File: config.mk
export PLATFORM = sky130hd
export DESIGN_NAME = ssram_ctrl
export DESIGN_NICKNAME = d
export VERILOG_FILES = /design/src/rtl/bexkat_bus_pkg.sv /design/src/rtl/ssram_rdbuf.sv /design/src/rtl/ssram_ctrl.sv
export SDC_FILE = /design/constraint.sdc
export NUM_CORES = 1
export LEC_CHECK = 0
export ABC_AREA = 1
export CORE_MARGIN = 2
export CORE_UTILIZATION = 44
export DETAILED_ROUTE_END_ITERATION = 12
export PLACE_DENSITY_LB_ADDON = 0.2
export SYNTH_ARGS = -nofsm -noshare
export SYNTH_HDL_FRONTEND = slang
export SYNTH_SLANG_ARGS = --single-unit
export TNS_END_PERCENT = 100
File: constraint.sdc
create_clock -name clock -period 2.2 [get_ports clock]
set_input_delay 0.66 -clock clock [delete_from_list [all_inputs] [get_ports clock]]
set_output_delay 0.66 -clock clock [all_outputs]
set_load 0.005 [all_outputs]
File: src/rtl/bexkat_bus_pkg.sv
// Shared bus-side types and constants for the SSRAM controller.
// Also used by the optional SSRAM_READ_CACHE_EN read buffer.
package bexkat_bus_pkg;

    typedef enum logic [1:0] {
        ST_IDLE,
        ST_ADDR,
        ST_WAIT,
        ST_DONE
    } ssram_state_t;

    localparam logic [3:0] CS_SSRAM     = 4'h6;
    localparam int         SSRAM_ADDR_W = 20;

endpackage

File: src/rtl/ssram_rdbuf.sv
// Single-entry read buffer (valid/tag/data) in front of the SSRAM.
// Instantiated by ssram_ctrl only when SSRAM_READ_CACHE_EN is defined.
module ssram_rdbuf #(
    parameter int ADDR_WIDTH = 20
) (
    input  logic                  clock,
    input  logic                  reset_n,
    input  logic [ADDR_WIDTH-1:0] lookup_tag,
    input  logic                  fill,
    input  logic [ADDR_WIDTH-1:0] fill_tag,
    input  logic [31:0]           fill_data,
    input  logic                  inval,
    input  logic [ADDR_WIDTH-1:0] inval_tag,
    output logic                  hit,
    output logic [31:0]           hit_data
);

    logic                  valid;
    logic [ADDR_WIDTH-1:0] tag;
    logic [31:0]           data;

    always_ff @(posedge clock or negedge reset_n) begin
        if (!reset_n) begin
            valid <= 1'b0;
            tag   <= '0;
            data  <= '0;
        end else if (fill) begin
            valid <= 1'b1;
            tag   <= fill_tag;
            data  <= fill_data;
        end else if (inval && (inval_tag == tag)) begin
            valid <= 1'b0;
        end
    end

    assign hit      = valid && (tag == lookup_tag);
    assign hit_data = data;

endmodule

File: src/rtl/ssram_ctrl.sv
// Bus-side controller for a pipelined, ADSC-started, byte-writable 1M x 32 SSRAM.
// Optional macro SSRAM_READ_CACHE_EN adds a one-entry read buffer (ssram_rdbuf).
module ssram_ctrl
    import bexkat_bus_pkg::*;
#(
    parameter int READ_LATENCY = 2,
    parameter int ADDR_WIDTH   = SSRAM_ADDR_W
) (
    input  logic                  clock,
    input  logic                  reset_n,
    input  logic                  start,
    input  logic                  select,
    input  logic                  read,
    input  logic                  write,
    input  logic [31:0]           address,
    input  logic [3:0]            be,
    input  logic [31:0]           data_in,
    output logic [31:0]           data_out,
    output logic                  ready,
    output logic [ADDR_WIDTH-1:0] sram_addr,
    output logic                  sram_adsc_n,
    output logic                  sram_ce_n,
    output logic                  sram_oe_n,
    output logic                  sram_we_n,
    output logic [3:0]            sram_be_n,
    output logic [31:0]           sram_dq_out,
    output logic                  sram_dq_oe,
    input  logic [31:0]           sram_dq_in
);

    localparam logic [2:0] CNT_LOAD = 3'(READ_LATENCY - 1);

    ssram_state_t          state, state_next;
    logic [2:0]            cnt, cnt_next;
    logic                  is_read, is_read_next;
    logic                  abort, abort_next;
    logic [31:0]           data_out_next;
    logic                  ready_next;
    logic [ADDR_WIDTH-1:0] sram_addr_next;
    logic                  adsc_next, ce_next, oe_next, we_next, dq_oe_next;
    logic [3:0]            be_n_next;
    logic [31:0]           dq_out_next;

    logic                  active;
    logic [ADDR_WIDTH-1:0] word_addr;
    logic                  hit, fill, inval;
    logic [31:0]           hit_data;

    assign active    = read || write;
    assign word_addr = address[ADDR_WIDTH+1:2];

    logic unused_addr;
    assign unused_addr = ^{address[31:ADDR_WIDTH+2], address[1:0]};

`ifdef SSRAM_READ_CACHE_EN
    ssram_rdbuf #(
        .ADDR_WIDTH (ADDR_WIDTH)
    ) u_rdbuf (
        .clock      (clock),
        .reset_n    (reset_n),
        .lookup_tag (word_addr),
        .fill       (fill),
        .fill_tag   (sram_addr),
        .fill_data  (sram_dq_in),
        .inval      (inval),
        .inval_tag  (word_addr),
        .hit        (hit),
        .hit_data   (hit_data)
    );
`else
    logic unused_buf;
    assign hit        = 1'b0;
    assign hit_data   = '0;
    assign unused_buf = fill ^ inval;
`endif

    // Pin values are computed for the state being entered, then registered,
    // so nothing combinational reaches the pads.
    always_comb begin
        state_next     = state;
        cnt_next       = cnt;
        is_read_next   = is_read;
        abort_next     = abort;
        data_out_next  = data_out;
        ready_next     = 1'b0;
        sram_addr_next = sram_addr;
        adsc_next      = 1'b1;
        ce_next        = 1'b1;
        oe_next        = 1'b1;
        we_next        = 1'b1;
        be_n_next      = 4'hf;
        dq_out_next    = sram_dq_out;
        dq_oe_next     = 1'b0;
        fill           = 1'b0;
        inval          = 1'b0;

        case (state)
            ST_IDLE: begin
                if (start && select && active) begin
                    is_read_next   = read;
                    abort_next     = 1'b0;
                    sram_addr_next = word_addr;
                    if (read && hit) begin
                        state_next    = ST_DONE;
                        data_out_next = hit_data;
                        ready_next    = 1'b1;
                    end else begin
                        state_next = ST_ADDR;
                        adsc_next  = 1'b0;
                        ce_next    = 1'b0;
                        if (read) begin
                            oe_next  = 1'b0;
                            cnt_next = CNT_LOAD;
                        end else begin
                            we_next     = 1'b0;
                            be_n_next   = ~be;
                            dq_oe_next  = 1'b1;
                            dq_out_next = data_in;
                            inval       = 1'b1;
                        end
                    end
                end
            end
            ST_ADDR: begin
                if (is_read) begin
                    state_next = ST_WAIT;
                    oe_next    = 1'b0;
                    abort_next = abort || !active;
                end else if (active) begin
                    state_next = ST_DONE;
                    ready_next = 1'b1;
                end else begin
                    state_next = ST_IDLE;
                end
            end
            ST_WAIT: begin
                if (cnt == 3'd0) begin
                    // An aborted read still runs out the SSRAM pipeline but is not returned.
                    if (!abort && active) begin
                        state_next    = ST_DONE;
                        ready_next    = 1'b1;
                        data_out_next = sram_dq_in;
                        fill          = 1'b1;
                    end else begin
                        state_next = ST_IDLE;
                    end
                end else begin
                    cnt_next   = cnt - 3'd1;
                    oe_next    = 1'b0;
                    abort_next = abort || !active;
                end
            end
            ST_DONE: begin
                if (active) ready_next = 1'b1;
                else        state_next = ST_IDLE;
            end
            default: state_next = ST_IDLE;
        endcase
    end

    always_ff @(posedge clock or negedge reset_n) begin
        if (!reset_n) begin
            state       <= ST_IDLE;
            cnt         <= '0;
            is_read     <= 1'b0;
            abort       <= 1'b0;
            data_out    <= '0;
            ready       <= 1'b0;
            sram_addr   <= '0;
            sram_adsc_n <= 1'b1;
            sram_ce_n   <= 1'b1;
            sram_oe_n   <= 1'b1;
            sram_we_n   <= 1'b1;
            sram_be_n   <= 4'hf;
            sram_dq_out <= '0;
            sram_dq_oe  <= 1'b0;
        end else begin
            state       <= state_next;
            cnt         <= cnt_next;
            is_read     <= is_read_next;
            abort       <= abort_next;
            data_out    <= data_out_next;
            ready       <= ready_next;
            sram_addr   <= sram_addr_next;
            sram_adsc_n <= adsc_next;
            sram_ce_n   <= ce_next;
            sram_oe_n   <= oe_next;
            sram_we_n   <= we_next;
            sram_be_n   <= be_n_next;
            sram_dq_out <= dq_out_next;
            sram_dq_oe  <= dq_oe_next;
        end
    end

endmodule

# Yosys cells after proc, flatten, opt, wreduce, memory -nomap -nowiden
# Cells that the tools add are included.
classes:
  add_sub_neg: 1
  eq_ne: 9
  n_mux: 35
  bitwise_logic: 2
  n_reduce_logical: 17
ops:
  columns: ["operator", "count"]
  rows:
  - ["1-bit two-way mux", 18]
  - ["2-bit two-way mux", 6]
  - ["4-bit two-way mux", 3]
  - ["2-bit != test (second input constant)", 6]
  - ["3-bit two-way mux", 3]
  - ["3-bit AND reduction", 3]
  - ["2-bit case mux with 4 select lines", 1]
  - ["4-bit AND reduction", 2]
  - ["1-bit case mux with 3 select lines", 2]
  - ["3-bit case mux with 2 select lines", 1]
  - ["2-bit == test (second input constant)", 2]
  - ["4-bit NOT", 1]
  - ["1-bit case mux with 4 select lines", 1]
  - ["1-bit logical AND", 3]
  - ["3-bit logical NOT", 1]
  - ["3-bit nonzero test", 1]
  - ["3-bit by 1-bit subtractor with 3-bit output (second input constant)", 1]
  - ["2-bit by 1-bit == test with 1-bit output (second input constant)", 1]
  - ["1-bit logical NOT", 2]
  - ["2-bit logical NOT", 1]
  - ["1-bit logical OR", 2]
  - ["2-bit AND reduction", 1]
  - ["2-bit nonzero test", 1]
  - ["1-bit NOT", 1]
totals:
  ff_bits: 100
  inputBits: 106
  elab_cells: 77

# Logic depth before layout (Yosys ltp)
# Gate-level depths: netlist (run 1).
logic_depth:
  depth_word: 5
  ltp_mapped: 9
  depth_no_buf: 9

# Worst setup path after synthesis (run 1)
# No wires, ideal clock.
synth_path:
  kind: "in2reg"
  startpoint: "in start"
  endpoint: "reg sram_dq_out[0]"
  t_arrival_ns: 1.428
  required_ns: 2.134
  setup_slack_ns: 0.707
  path_stages: 8
  path_buffers: 2
  cell_sequence: "nand2_1 > nor2_4 > nand3_2 > inv_2 > buf_6 > buf_6 > nand2_1 > nand2_1"
synth_via:
  elab_chain_cells: 3
synth_rtl:
  columns: ["item", "line", "source"]
  rows:
  - ["start, declared", "ssram_ctrl.sv:11", "input logic start,"]
  - ["1-bit logical AND (2 in a row)", "ssram_ctrl.sv:99", "if (start && select && active) begin"]
  - ["3-bit AND reduction (no line)", null, null]
  - ["end signal, assigned", "ssram_ctrl.sv:190", "sram_dq_out <= dq_out_next;"]
  - ["end, declared", "ssram_ctrl.sv:26", "output logic [31:0] sram_dq_out,"]
# Every way passes these cells.
# A chain may end at the register's enable or synchronous reset.

# Final worst setup path (run 1)
layout_path:
  startpoint: "reg sram_ce_n"
  endpoint: "out sram_ce_n"
layout_rtl:
  columns: ["item", "line", "source"]
  rows:
  - ["start, declared", "ssram_ctrl.sv:22", "output logic sram_ce_n,"]
  - ["start signal, assigned", "ssram_ctrl.sv:186", "sram_ce_n <= ce_next;"]
# No word-level cell between the ends.

==> metrics.md, run 1 <==
| Metric | Value |
|---|---|
| Status | `complete, no violations` |
| GRT overflow | `0` |
| Total track usage | `0.209` |
| Startpoint types | `register` |
| Number of port buffers | `approximately 190` |
| CTS Sinks | `100` |
| Reg2Reg Depth | `8` |
| Peak supply drop | `between 500 and 600 µV` |
| Post-CTS sizing | `0` |
| Area of the mapped netlist | `about 4100 µm²` |
| FMAX | `a little under 500 MHz` |
| Core footprint | `slightly above 9000 µm²` |
| EDFF count, synth | `0` |
| 1st-pass router iterations | `4` |
| Yosys cell types | `20` |
| Worst Max-Slew Pin Slew | `roughly 0.53 ns` |
| Setup Crit Path Kind | `reg -> out` |
| Place WS | `between 0.05 and 0.06 ns` |
| Total CTS buffers | `9` |
| Fillers | `755` |
| Initial antenna violation count | `0` |
| Pin count of the biggest net entering global routing | `~100` |
| Fin worst setup slack | `between 0.1 and 0.15 ns` |
| DRT iter0 DRCs | `80` |
| Crit-path max FO | `2` |
| Number of stages on the worst setup path | `1` |
| Root buf cell | `clkbuf_8` |
| Worst Setup End Kind | `output port` |
| # DRC | `0` |
| Synth area leaders | `dfrtp_1 57%, nand2_1 18%, dfstp_2 4.5%` |
| Die area | `between 10,000 and 15,000 µm²` |
| Clock transition at the registers of the reported paths | `around 0.10 ns` |
| Area occupied by multi-input gates | `about 1200 µm²` |
| Crit share post-route | `0.940` |
| Number of synthesized register bits | `100` |
| CP max stage cell | `dfstp_2` |
| WL/cell | `13.7 µm` |
| Count of final setup violators | `0` |
| Max stage delay on crit path | `roughly 0.54 ns` |
| Synth area leader | `dfrtp_1` |
| Hold Vio Cnt, Final | `0` |
| Top cell type's share of synthesized area | `0.572` |
| Clock latency on the worst-skew pair | `0.37 ns` |
| Ant diodes | `0` |
| Syn nets | `566` |
| CP delay by family, top | `flip-flops` |
| Rows | `35` |
| Leakage power | `roughly 3.1 nW` |
| PwrDens | `about 1200 nW/µm²` |
| Hold WC Path Type | `in -> async` |
| Sequential fraction of the synthesis area | `0.618` |
| First-pass GRT wire length | `between 15 and 20 mm` |
| # nets final | `approximately 750` |
| Avg Cell Area, Syn | `8.95 µm²` |
| Fin. max-slew vios | `0` |
| Max-Cap Viols | `0` |
| Sequential Area | `around 2500 µm²` |
| Layout cell share with drive strength beyond 1 | `0.0651` |
| Unrepaired setup endpoints after global routing | `no` |
| Detailed-route via count | `3,537` |
| Setup tns final | `0 ns` |
| Final critical-path required period | `between 2 and 2.5 ns` |
| ANT nets after route | `0` |
| Buffers and inverters on the worst path | `1` |
| Die height | `100 µm` |
| WP data arrival | `1.41 ns` |
| DP Wirelength | `~7.5 mm` |
| Initial core utilization | `0.446` |
| Slew headroom | `0.647` |
| Cell count after synthesis | `between 400 and 500` |
| Hold-fix buffers at CTS | `0` |
| GPL Wtd Cong | `approximately 0.85` |
| I/O pin count | `200` |
| Asr flop ratio synth | `1.00` |
| Chip width | `~100 µm` |
| Critical-path cell list | `clkdlybuf4s50_1` |
| Area growth syn-to-layout | `54.2%` |
| Ys Warns | `0` |
| Vias in the first global route | `3,510` |
| Critical Path RT | `1.54 ns` |
| Via density | `approximately 4.7` |
| H-tree levels | `3` |
| Routed WL | `between 10 and 15 mm` |
| CTS tree | `yes` |
| Top post-synthesis cells by count | `199 x nand2_1, 93 x dfrtp_1, 47 x inv_1` |
| Clock skew | `slightly above 0.01 ns` |
| CTS Buffer Depth | `2` |
| Synth Flop Type | `dfrtp_1` |
| Post-CTS Setup Bufs | `0` |
| Count leader, synth | `nand2_1` |
==> routing by layer <==
layer / up-vias / wire, µm / global-route usage
met1: 1637 / 4420 / 0.266
met5: - / 0 / 0
met3: 22 / 703 / 0.0515
met4: 0 / 267 / 0.0896
li1: 1754 / - / -
met2: 124 / 4950 / 0.344
==> sequential cells by signal, indices dropped and copies added, names as in the netlist <==
name         count
sram_we_n        1
sram_addr       20
sram_be_n        4
is_read          1
sram_dq_out     32
ready            1
sram_ce_n        1
cnt              3
state            2
data_out        32
sram_oe_n        1
abort            1
sram_dq_oe       1
==> power by group <==
group | internal, mW | switching, mW | leakage [nW]
clock network | 0.544 | 0.671 | 0.106
logic | 1.90 | 1.34 | 1.75
registers | 2.64 | 0.426 | 1.24
==> area by class of cell <==
class,count,share of cell area
multi-input cells,284,0.198
well taps,111,0.0222
inverters,48,0.0287
repair buffers,197,0.318
clock buffers,9,0.0198
flip-flops and latches,100,0.401
clock inverters,7,0.0130
==> kinds of logic (layout without fill, tap and decap cells) <==
group	Yosys count	count (layout)	synth area share
simple gates	236	236	0.233
flops	100	100	0.618
buf+inv	70	261	0.0788
compound gates	42	42	0.0523
fa+ha+maj	6	6	0.0185
==> through the flow <==
stage               total power [mW]  hold WS, ns   util  std cells  cell area [µm²]
detailed placement              6.37        0.458  0.666        740             6060
floorplan                       4.30        0.364      -        454             4070
global placement                6.23        0.454  0.666        740             6060
global route                    8.12        0.361  0.688        756             6270
CTS                             7.61        0.348  0.688        756             6270
finish                          7.52        0.328  0.688        756             6270
==> layout by cell type (no fill, tap or decap), types with 2 or more instances in the layout <==
cell type	n
clkdlybuf4s50_1	186
o21ai_0	19
nor2_1	6
or2_2	2
ha_1	6
nand3_2	2
clkbuf_8	9
nand2_1	199
nor2_4	2
inv_1	47
o21ai_1	19
clkinv_4	2
a21oi_1	3
buf_4	7
dfrtp_1	93
nand3_1	24
buf_12	4
inv_6	2
dfstp_2	7
==> path summary, 6_finish.rpt <==
check                           slack, ns              to         start
worst max-delay path                 0.13       sram_ce_n     sram_ce_n
worst min-delay path                 0.33    data_out[27]       reset_n
worst max register to register       0.54  sram_dq_out[1]      state[0]
worst min register to register       0.48    sram_addr[3]  sram_addr[3]
max in group asynchronous            1.45       sram_we_n       reset_n
min in group clock                   0.48    sram_addr[3]  sram_addr[3]
Note: power is estimated with default switching activity, not from simulation.
==> inputs of run 2 (changes only) <==
--- a/config.mk
+++ b/config.mk
@@ -7,8 +7,10 @@
 export LEC_CHECK = 0
 export ABC_AREA = 1
 export CORE_MARGIN = 2
-export CORE_UTILIZATION = 44
+export CORE_UTILIZATION = 40
+export CTS_BUF_LIST = sky130_fd_sc_hd__clkbuf_16
 export DETAILED_ROUTE_END_ITERATION = 12
+export MAX_ROUTING_LAYER = met4
 export PLACE_DENSITY_LB_ADDON = 0.2
 export SYNTH_ARGS = -nofsm -noshare
 export SYNTH_HDL_FRONTEND = slang
==> constraint.sdc (replaced) <==
create_clock -name clock -period 2.3 [get_ports clock]
set_input_delay 0.69 -clock clock [delete_from_list [all_inputs] [get_ports clock]]
set_output_delay 0.69 -clock clock [all_outputs]
set_load 0.005 [all_outputs]
==> run 2 against run 1 <==
Net effect:
- setup slack better by 0.11 ns
- sequential share of layout area down 0.74 points
- sequential power down 4%
- flip-flop and latch count unchanged
- largest cell class unchanged
- clock skew down 0.0032 ns
- global-route usage down 0.63 points
- largest power group unchanged
- register-to-register slack better by 0.05 ns
==> metrics.md, run 2 (same netlist as run 1, synthesis figures left out) <==
| Metric | Value |
|---|---|
| Status | `complete, no violations (unchanged)` |
| Fin worst setup slack | `0.242 ns (was 0.132 ns)` |
| 1st-pass router iterations | `6 (was 4)` |
| Root buf cell | `clkbuf_16 (was clkbuf_8)` |
| DP Wirelength | `7.47 mm (was 7.51 mm)` |
| Rows | `36 (was 35)` |
| Total CTS buffers | `9 (unchanged)` |
| Clock transition at the registers of the reported paths | `0.07 ns (was 0.10 ns)` |
| Worst Max-Slew Pin Slew | `0.541 ns (was 0.529 ns)` |
| Initial core utilization | `0.414 (was 0.446)` |
| Startpoint types | `register (unchanged)` |
| Chip width | `105 µm (was 100 µm)` |
| Highest Signal Layer | `met4 (unchanged)` |
| Slew headroom | `0.640 (was 0.647)` |
| # nets final | `753 (was 752)` |
| Initial antenna violation count | `0 (unchanged)` |
| Hold-fix buffers at CTS | `0 (unchanged)` |
| WL/cell | `13.3 µm (was 13.7 µm)` |
| Fin. max-slew vios | `0 (unchanged)` |
| Detailed-route via count | `3,540 (was 3,537)` |
| Placed Instances | `763 (was 740)` |
| Worst Setup End Kind | `output port (unchanged)` |
| FMAX | `486 MHz` |
| # DRC | `0 (unchanged)` |
| Routed WL | `10.4 mm (was 10.3 mm)` |
| I/O pin count | `200 (unchanged)` |
| Die height | `105 µm (was 100 µm)` |
| Met2 wire len | `4.85 mm (was 4.95 mm)` |
| Clock skew | `0.00707 ns (was 0.0103 ns)` |
| Setup Crit Path Kind | `reg -> out (unchanged)` |
| First-pass GRT wire length | `17.5 mm (was 16.6 mm)` |
| Critical-path cell list | `clkdlybuf4s50_1 (unchanged)` |
| Cell area after layout | `6390 µm² (was 6270 µm²)` |
| Die area | `11,000 µm² (was 10,000 µm²)` |
| Hold Slack | `0.382 ns (was 0.328 ns)` |
| Peak supply drop | `581 µV (was 600 µV)` |
| CTS Sinks | `100 (unchanged)` |
| Buffers and inverters on the worst path | `1 (unchanged)` |
| Core footprint | `9820 µm² (was 9110 µm²)` |
| Critical Path RT | `1.61 ns (was 1.54 ns)` |
| Post-CTS Setup Bufs | `0 (unchanged)` |
| WL met3 | `591 µm (was 703 µm)` |
| Clock latency on the worst-skew pair | `0.33 ns (was 0.37 ns)` |
| Most frequent cells in the layout | `199 x nand2_1, 186 x clkdlybuf4s50_1, 93 x dfrtp_1 (unchanged)` |
| WP data arrival | `1.37 ns (was 1.41 ns)` |
| Crit share post-route | `0.895` |
| Unrepaired setup endpoints after global routing | `no (unchanged)` |
| Via density | `4.54 (was 4.68)` |
| Largest regs | `data_out: 32 flops, sram_dq_out: 32 flops, sram_addr: 20 flops (unchanged)` |
| CTS tree | `yes (unchanged)` |
| Area growth syn-to-layout | `57.1% (was 54.2%)` |
| GRT overflow | `0 (unchanged)` |
| Non-filler cells, final | `779 (was 756)` |
| PwrDens | `1180 nW/µm² (was 1200 nW/µm²)` |
| Max-Cap Viols | `0 (unchanged)` |
| Place WS | `0.158 ns (was 0.0566 ns)` |
| Total track usage | `0.203 (was 0.209)` |
| Max stage delay on crit path | `0.52 ns (was 0.54 ns)` |
| Ant diodes | `0 (unchanged)` |
| ANT nets after route | `0 (unchanged)` |
| Layout cell share with drive strength beyond 1 | `0.0650 (was 0.0651)` |
| Crit-path max FO | `1 (was 2)` |
| Hold Vio Cnt, Final | `0 (unchanged)` |
| Fillers | `814 (was 755)` |
| Number of port buffers | `187 (unchanged)` |
| Hold WC Path Type | `in -> async (unchanged)` |
| Vias in the first global route | `3,631 (was 3,510)` |
| GPL Wtd Cong | `0.821 (was 0.846)` |
| CTS Buffer Depth | `2 (unchanged)` |
| Final critical-path required period | `between 2 and 2.5 ns` |
| Met1 wire length | `4.72 mm (was 4.42 mm)` |
| CP max stage cell | `dfstp_2 (unchanged)` |
| CP delay by family, top | `flip-flops (unchanged)` |
| Count of final setup violators | `0 (unchanged)` |
| Placed Instance Area | `6090 µm² (was 6060 µm²)` |
| Setup tns final | `0 ns (unchanged)` |
| Post-CTS sizing | `0 (unchanged)` |
| Leakage power | `3.13 nW (was 3.10 nW)` |
| H-tree levels | `3 (unchanged)` |
| Most common cell after layout, fill and taps aside | `nand2_1 (unchanged)` |
| DRT iter0 DRCs | `170 (was 80)` |
| Pin count of the biggest net entering global routing | `101 (unchanged)` |
==> run 2: path summary, 6_finish.rpt <==
check | start | to | slack (ns) | cells past startpoint
setup / recovery | sram_be_n[3] | sram_be_n[3] | 0.24 | 1
hold / removal | reset_n | data_out[28] | 0.38 | 2
setup reg to reg | state[0] | sram_addr[19] | 0.59 | 7
hold reg to reg | sram_addr[8] | sram_addr[8] | 0.47 | 2
max in group asynchronous | reset_n | sram_be_n[2] | 1.47 | 2
min in group clock | sram_addr[8] | sram_addr[8] | 0.47 | 2
==> run 2: metrics by stage <==
step,power (mW),util
after global routing,8.10,0.650
after detailed placement,6.08,0.620
after global placement,5.97,0.620
after floorplan,4.11,-
after CTS,7.63,0.650
final,7.54,0.650
==> run 2: where the power goes <==
part	switching (mW)	internal, mW
logic	1.29	1.82
clock network	0.662	0.851
registers	0.397	2.53
total	2.34	5.19
==> run 2: cell type report <==
cell class              count  area, µm²  share of cell area
clock buffers               9        225              0.0353
clock inverters             7       75.1              0.0118
inverters                  48        180              0.0282
multi-input cells         284       1240               0.194
flip-flops and latches    100       2510               0.393
well taps                 133        166              0.0261
repair buffers            198       1990               0.312
==> run 2: metal layers <==
layer	vias to the layer above	track usage
met3	16	0.0412
met5	-	-
met1	1633	0.260
met4	0	0.0705
met2	130	0.323
li1	1761	-
==> inputs of run 3 (changes only) <==
--- a/config.mk
+++ b/config.mk
@@ -5,7 +5,6 @@
 export SDC_FILE = /design/constraint.sdc
 export NUM_CORES = 1
 export LEC_CHECK = 0
-export ABC_AREA = 1
 export CORE_MARGIN = 2
 export CORE_UTILIZATION = 40
 export CTS_BUF_LIST = sky130_fd_sc_hd__clkbuf_16
==> run 3 against run 2 <==
Net effect:
- sequential power grew 1%
- final area up 0.27%
- total power grew 2.0%
- combinational power rose by 5%
- fmax grew 0.88%
- setup slack gained 0.018 ns
- clock power shrank 3%
==> metrics.md, run 3 <==
| Metric | Value |
|---|---|
| Setup tns final | `0 ns (unchanged)` |
| Synth area leader | `dfrtp_1 (unchanged)` |
| WL/cell | `14.9 µm (was 13.3 µm)` |
| Post-synthesis mux area share | `0.264 (was 0)` |
| GRT overflow | `0 (unchanged)` |
| Most frequent cells in the layout | `186 x clkdlybuf4s50_1, 93 x dfrtp_1, 55 x mux2_2 (was 199 x nand2_1, 186 x clkdlybuf4s50_1, 93 x dfrtp_1)` |
| RR Endpoint | `sram_dq_out[22] (was sram_addr[19])` |
| Cell count after synthesis | `246 (was 454)` |
| Leakage power | `2.85 nW (was 3.13 nW)` |
| PwrDens | `1200 nW/µm² (was 1180 nW/µm²)` |
| Pin count of the biggest net entering global routing | `101 (unchanged)` |
| # DRC | `0 (unchanged)` |
| Rows | `36 (unchanged)` |
| ANT nets after route | `0 (unchanged)` |
| XOR/XNOR Fraction of Synth Area | `0 (unchanged)` |
| Count of final setup violators | `0 (unchanged)` |
| Sequential fraction of the synthesis area | `0.622 (was 0.618)` |
| I/O pin count | `200 (unchanged)` |
| Hold-fix buffers at CTS | `0 (unchanged)` |
| Startpoint types | `register (unchanged)` |
| Clock transition at the registers of the reported paths | `0.07 ns (about the same)` |
| Die height | `104 µm (was 105 µm)` |
| Fin worst setup slack | `0.260 ns (was 0.242 ns)` |
| Max stage delay on crit path | `0.52 ns (about the same)` |
| Total track usage | `0.166 (was 0.203)` |
| CTS Buffer Depth | `2 (unchanged)` |
| Via density | `4.64 (was 4.54)` |
| Reg2Reg Depth | `6 (was 7)` |
| FMAX | `490 MHz (was 486 MHz)` |
| Crit share post-route | `0.887 (was 0.895)` |
| Initial core utilization | `0.413 (was 0.414)` |
| Setup Crit Path Kind | `reg -> out (unchanged)` |
| Synth Flop Type | `dfrtp_1 (unchanged)` |
| Avg Cell Area, Syn | `16.4 µm² (was 8.95 µm²)` |
| Compound-cell area share of the yosys netlist | `0.0254 (was 0.0523)` |
| Detailed-route via count | `2,706 (was 3,540)` |
| Final critical-path required period | `2.04 ns (was 2.06 ns)` |
| Most common cell after layout, fill and taps aside | `clkdlybuf4s50_1 (was nand2_1)` |
| Number of port buffers | `187 (unchanged)` |
| Area growth syn-to-layout | `58.6% (was 57.1%)` |
| R2R Setup Slk | `0.27 ns (was 0.59 ns)` |
| Buffers and inverters on the worst path | `1 (unchanged)` |
| Power Total | `7.69 mW (was 7.54 mW)` |
| Synth area leaders | `dfrtp_1 58%, mux2_2 15%, mux2_4 11% (was dfrtp_1 57%, nand2_1 18%, dfstp_2 4.5%)` |
| Syn nets | `358 (was 566)` |
| DRT iter0 DRCs | `87 (was 170)` |
| H-tree levels | `3 (unchanged)` |
| Post-CTS sizing | `0 (unchanged)` |
| Synth Area in Adders | `0.0186 (was 0.0185)` |
| Number of synthesized register bits | `100 (unchanged)` |
| Crit-path max FO | `1 (unchanged)` |
| Die area | `10,900 µm² (was 11,000 µm²)` |
| Non-filler cells, final | `583 (was 779)` |
| # nets final | `557 (was 753)` |
| Worst flop-to-flop path startpoint | `state[0] (unchanged)` |
| CP delay by family, top | `flip-flops (unchanged)` |
| Vias in the first global route | `2,946 (was 3,631)` |
| Peak supply drop | `631 µV (was 581 µV)` |
| Status | `complete, no violations (unchanged)` |
| First-pass GRT wire length | `14.2 mm (was 17.5 mm)` |
| Root buf cell | `clkbuf_16 (unchanged)` |
| Worst Setup End Kind | `output port (unchanged)` |
| Critical-path cell list | `clkdlybuf4s50_1 (unchanged)` |
| Ant diodes | `0 (unchanged)` |
| 1st-pass router iterations | `4 (was 6)` |
| Count leader, synth | `dfrtp_1 (was nand2_1)` |
| Area of the mapped netlist | `4040 µm² (was 4070 µm²)` |
| DP Wirelength | `6.45 mm (was 7.47 mm)` |
| Hold Vio Cnt, Final | `0 (unchanged)` |
| Top post-synthesis cells by count | `93 x dfrtp_1, 55 x mux2_2, 29 x mux2_4 (was 199 x nand2_1, 93 x dfrtp_1, 47 x inv_1)` |
| Fin. max-slew vios | `0 (unchanged)` |
| Yosys cell types | `29 (was 20)` |
| Slew headroom | `0.652 (was 0.640)` |
| Post-CTS Setup Bufs | `0 (unchanged)` |
| Place WS | `-0.0377 ns (was 0.158 ns)` |
| Total CTS buffers | `9 (unchanged)` |
| CTS tree | `yes (unchanged)` |
| Placed Instances | `567 (was 763)` |
| Sequential Area | `2510 µm² (unchanged)` |
| Fillers | `737 (was 814)` |
| Routed WL | `8.71 mm (was 10.4 mm)` |
| Asr flop ratio synth | `1.00 (unchanged)` |
| Largest regs | `data_out: 32 flops, sram_dq_out: 32 flops, sram_addr: 20 flops (unchanged)` |
| Final Core Density | `0.655 (was 0.650)` |
| CP max stage cell | `dfstp_2 (unchanged)` |
| Number of stages on the worst setup path | `1 (unchanged)` |
| Largest family of logic cells by synthesized area | `multiplexers (was simple AND/OR/NAND/NOR gates)` |
| Layout cell share with drive strength beyond 1 | `0.276 (was 0.0650)` |
| Critical Path RT | `1.61 ns (about the same)` |
| Hold WC Path Type | `in -> async (unchanged)` |
| Crit path launch | `sram_be_n[1] (was sram_be_n[3])` |
| Unrepaired setup endpoints after global routing | `no (unchanged)` |
| Ys Warns | `0 (unchanged)` |
| Max-Cap Viols | `0 (unchanged)` |
| Crit path capture | `sram_be_n[1] (was sram_be_n[3])` |
| EDFF count, synth | `0 (unchanged)` |
| Clock skew | `0.0113 ns (was 0.00707 ns)` |
| Area occupied by multi-input gates | `1370 µm² (was 1240 µm²)` |
| Top cell type's share of synthesized area | `0.576 (was 0.572)` |
| Core footprint | `9770 µm² (was 9820 µm²)` |
| GPL Wtd Cong | `0.827 (was 0.821)` |
| Clock latency on the worst-skew pair | `0.33 ns (about the same)` |
| Worst Max-Slew Pin Slew | `0.523 ns (was 0.541 ns)` |
| Initial antenna violation count | `0 (unchanged)` |
| CTS Sinks | `100 (unchanged)` |
| WP data arrival | `1.35 ns (was 1.37 ns)` |
| Post-synthesis simple-gate area fraction | `0.0307 (was 0.233)` |
| Chip width | `104 µm (was 105 µm)` |
-- run 3: cell count changes in the layout (fill, tap and decap cells not counted), moves of 15 or more --
| cell | delta |
|---|---|
| mux2_2 | +55 |
| nand2_1 | -192 |
| inv_1 | -38 |
| mux2_4 | +29 |
| o21ai_1 | -19 |
| o21ai_0 | -15 |
| nand3_1 | -22 |
-- run 3: metal layers --
| metal | part of all wire | vias up | GRT usage |
|---|---|---|---|
| met4 | 0.012 | 0 | 0.0444 |
| met3 | 0.049 | 12 | 0.0407 |
| met1 | 0.44 | 1347 | 0.205 |
| met5 | 0 | - | - |
| met2 | 0.50 | 101 | 0.274 |
| li1 | - | 1246 | - |
-- run 3: layout make-up --
| class | instances | share of cell area |
|---|---|---|
| Sequential cell | 100 | 0.392 |
| Timing Repair Buffer | 200 | 0.317 |
| Multi-Input combinational cell | 126 | 0.214 |
| Clock buffer | 9 | 0.0352 |
| Tap cell | 133 | 0.0260 |
| Clock inverter | 7 | 0.0107 |
| Inverter | 8 | 0.00469 |
-- run 3: worst min-delay path by stage --
stage            start            to  slack, ns  cells past startpoint
2_1_floorplan  reset_n         abort       0.39                      0
3_3_place_gp    cnt[2]        cnt[2]       0.47                      1
3_5_place_dp     abort         abort       0.49                      1
4_1_cts        reset_n  data_out[28]       0.44                      2
5_1_grt        reset_n  data_out[22]       0.45                      2
6_report       reset_n  data_out[22]       0.42                      2
-- run 3: worst reg2reg max path: cells and delay by family, from the launching register on --
| kind | cells | cell delay [ns] |
|---|---|---|
| adder cells (fa/ha/maj) | 1 | 0.33 |
| multiplexers | 1 | 0.36 |
| AND/OR/NAND/NOR | 2 | 0.50 |
| buffers and inverters | 2 | 0.32 |
| flip-flops | 1 | 0.41 |
-- run 3: logic make-up after synthesis --
| group | after synthesis |
|---|---|
| mux | 85 |
| fa+ha+maj | 6 |
| simple gates | 20 |
| flops | 100 |
| buf+inv | 20 |
| compound gates | 15 |
-- run 3: metrics by stage --
stage / hold slack, ns / instance area (µm²)
after global routing: 0.452 / 6400
after global placement: 0.472 / 6110
after CTS: 0.438 / 6400
after floorplan: 0.394 / 4040
after detailed placement: 0.489 / 6110
final: 0.417 / 6400
-- run 3: power breakdown --
group / internal (mW) / switching [mW] / total (mW)
clock: 0.841 / 0.617 / 1.46
sequential: 2.57 / 0.401 / 2.97
combinational: 2.31 / 0.950 / 3.26
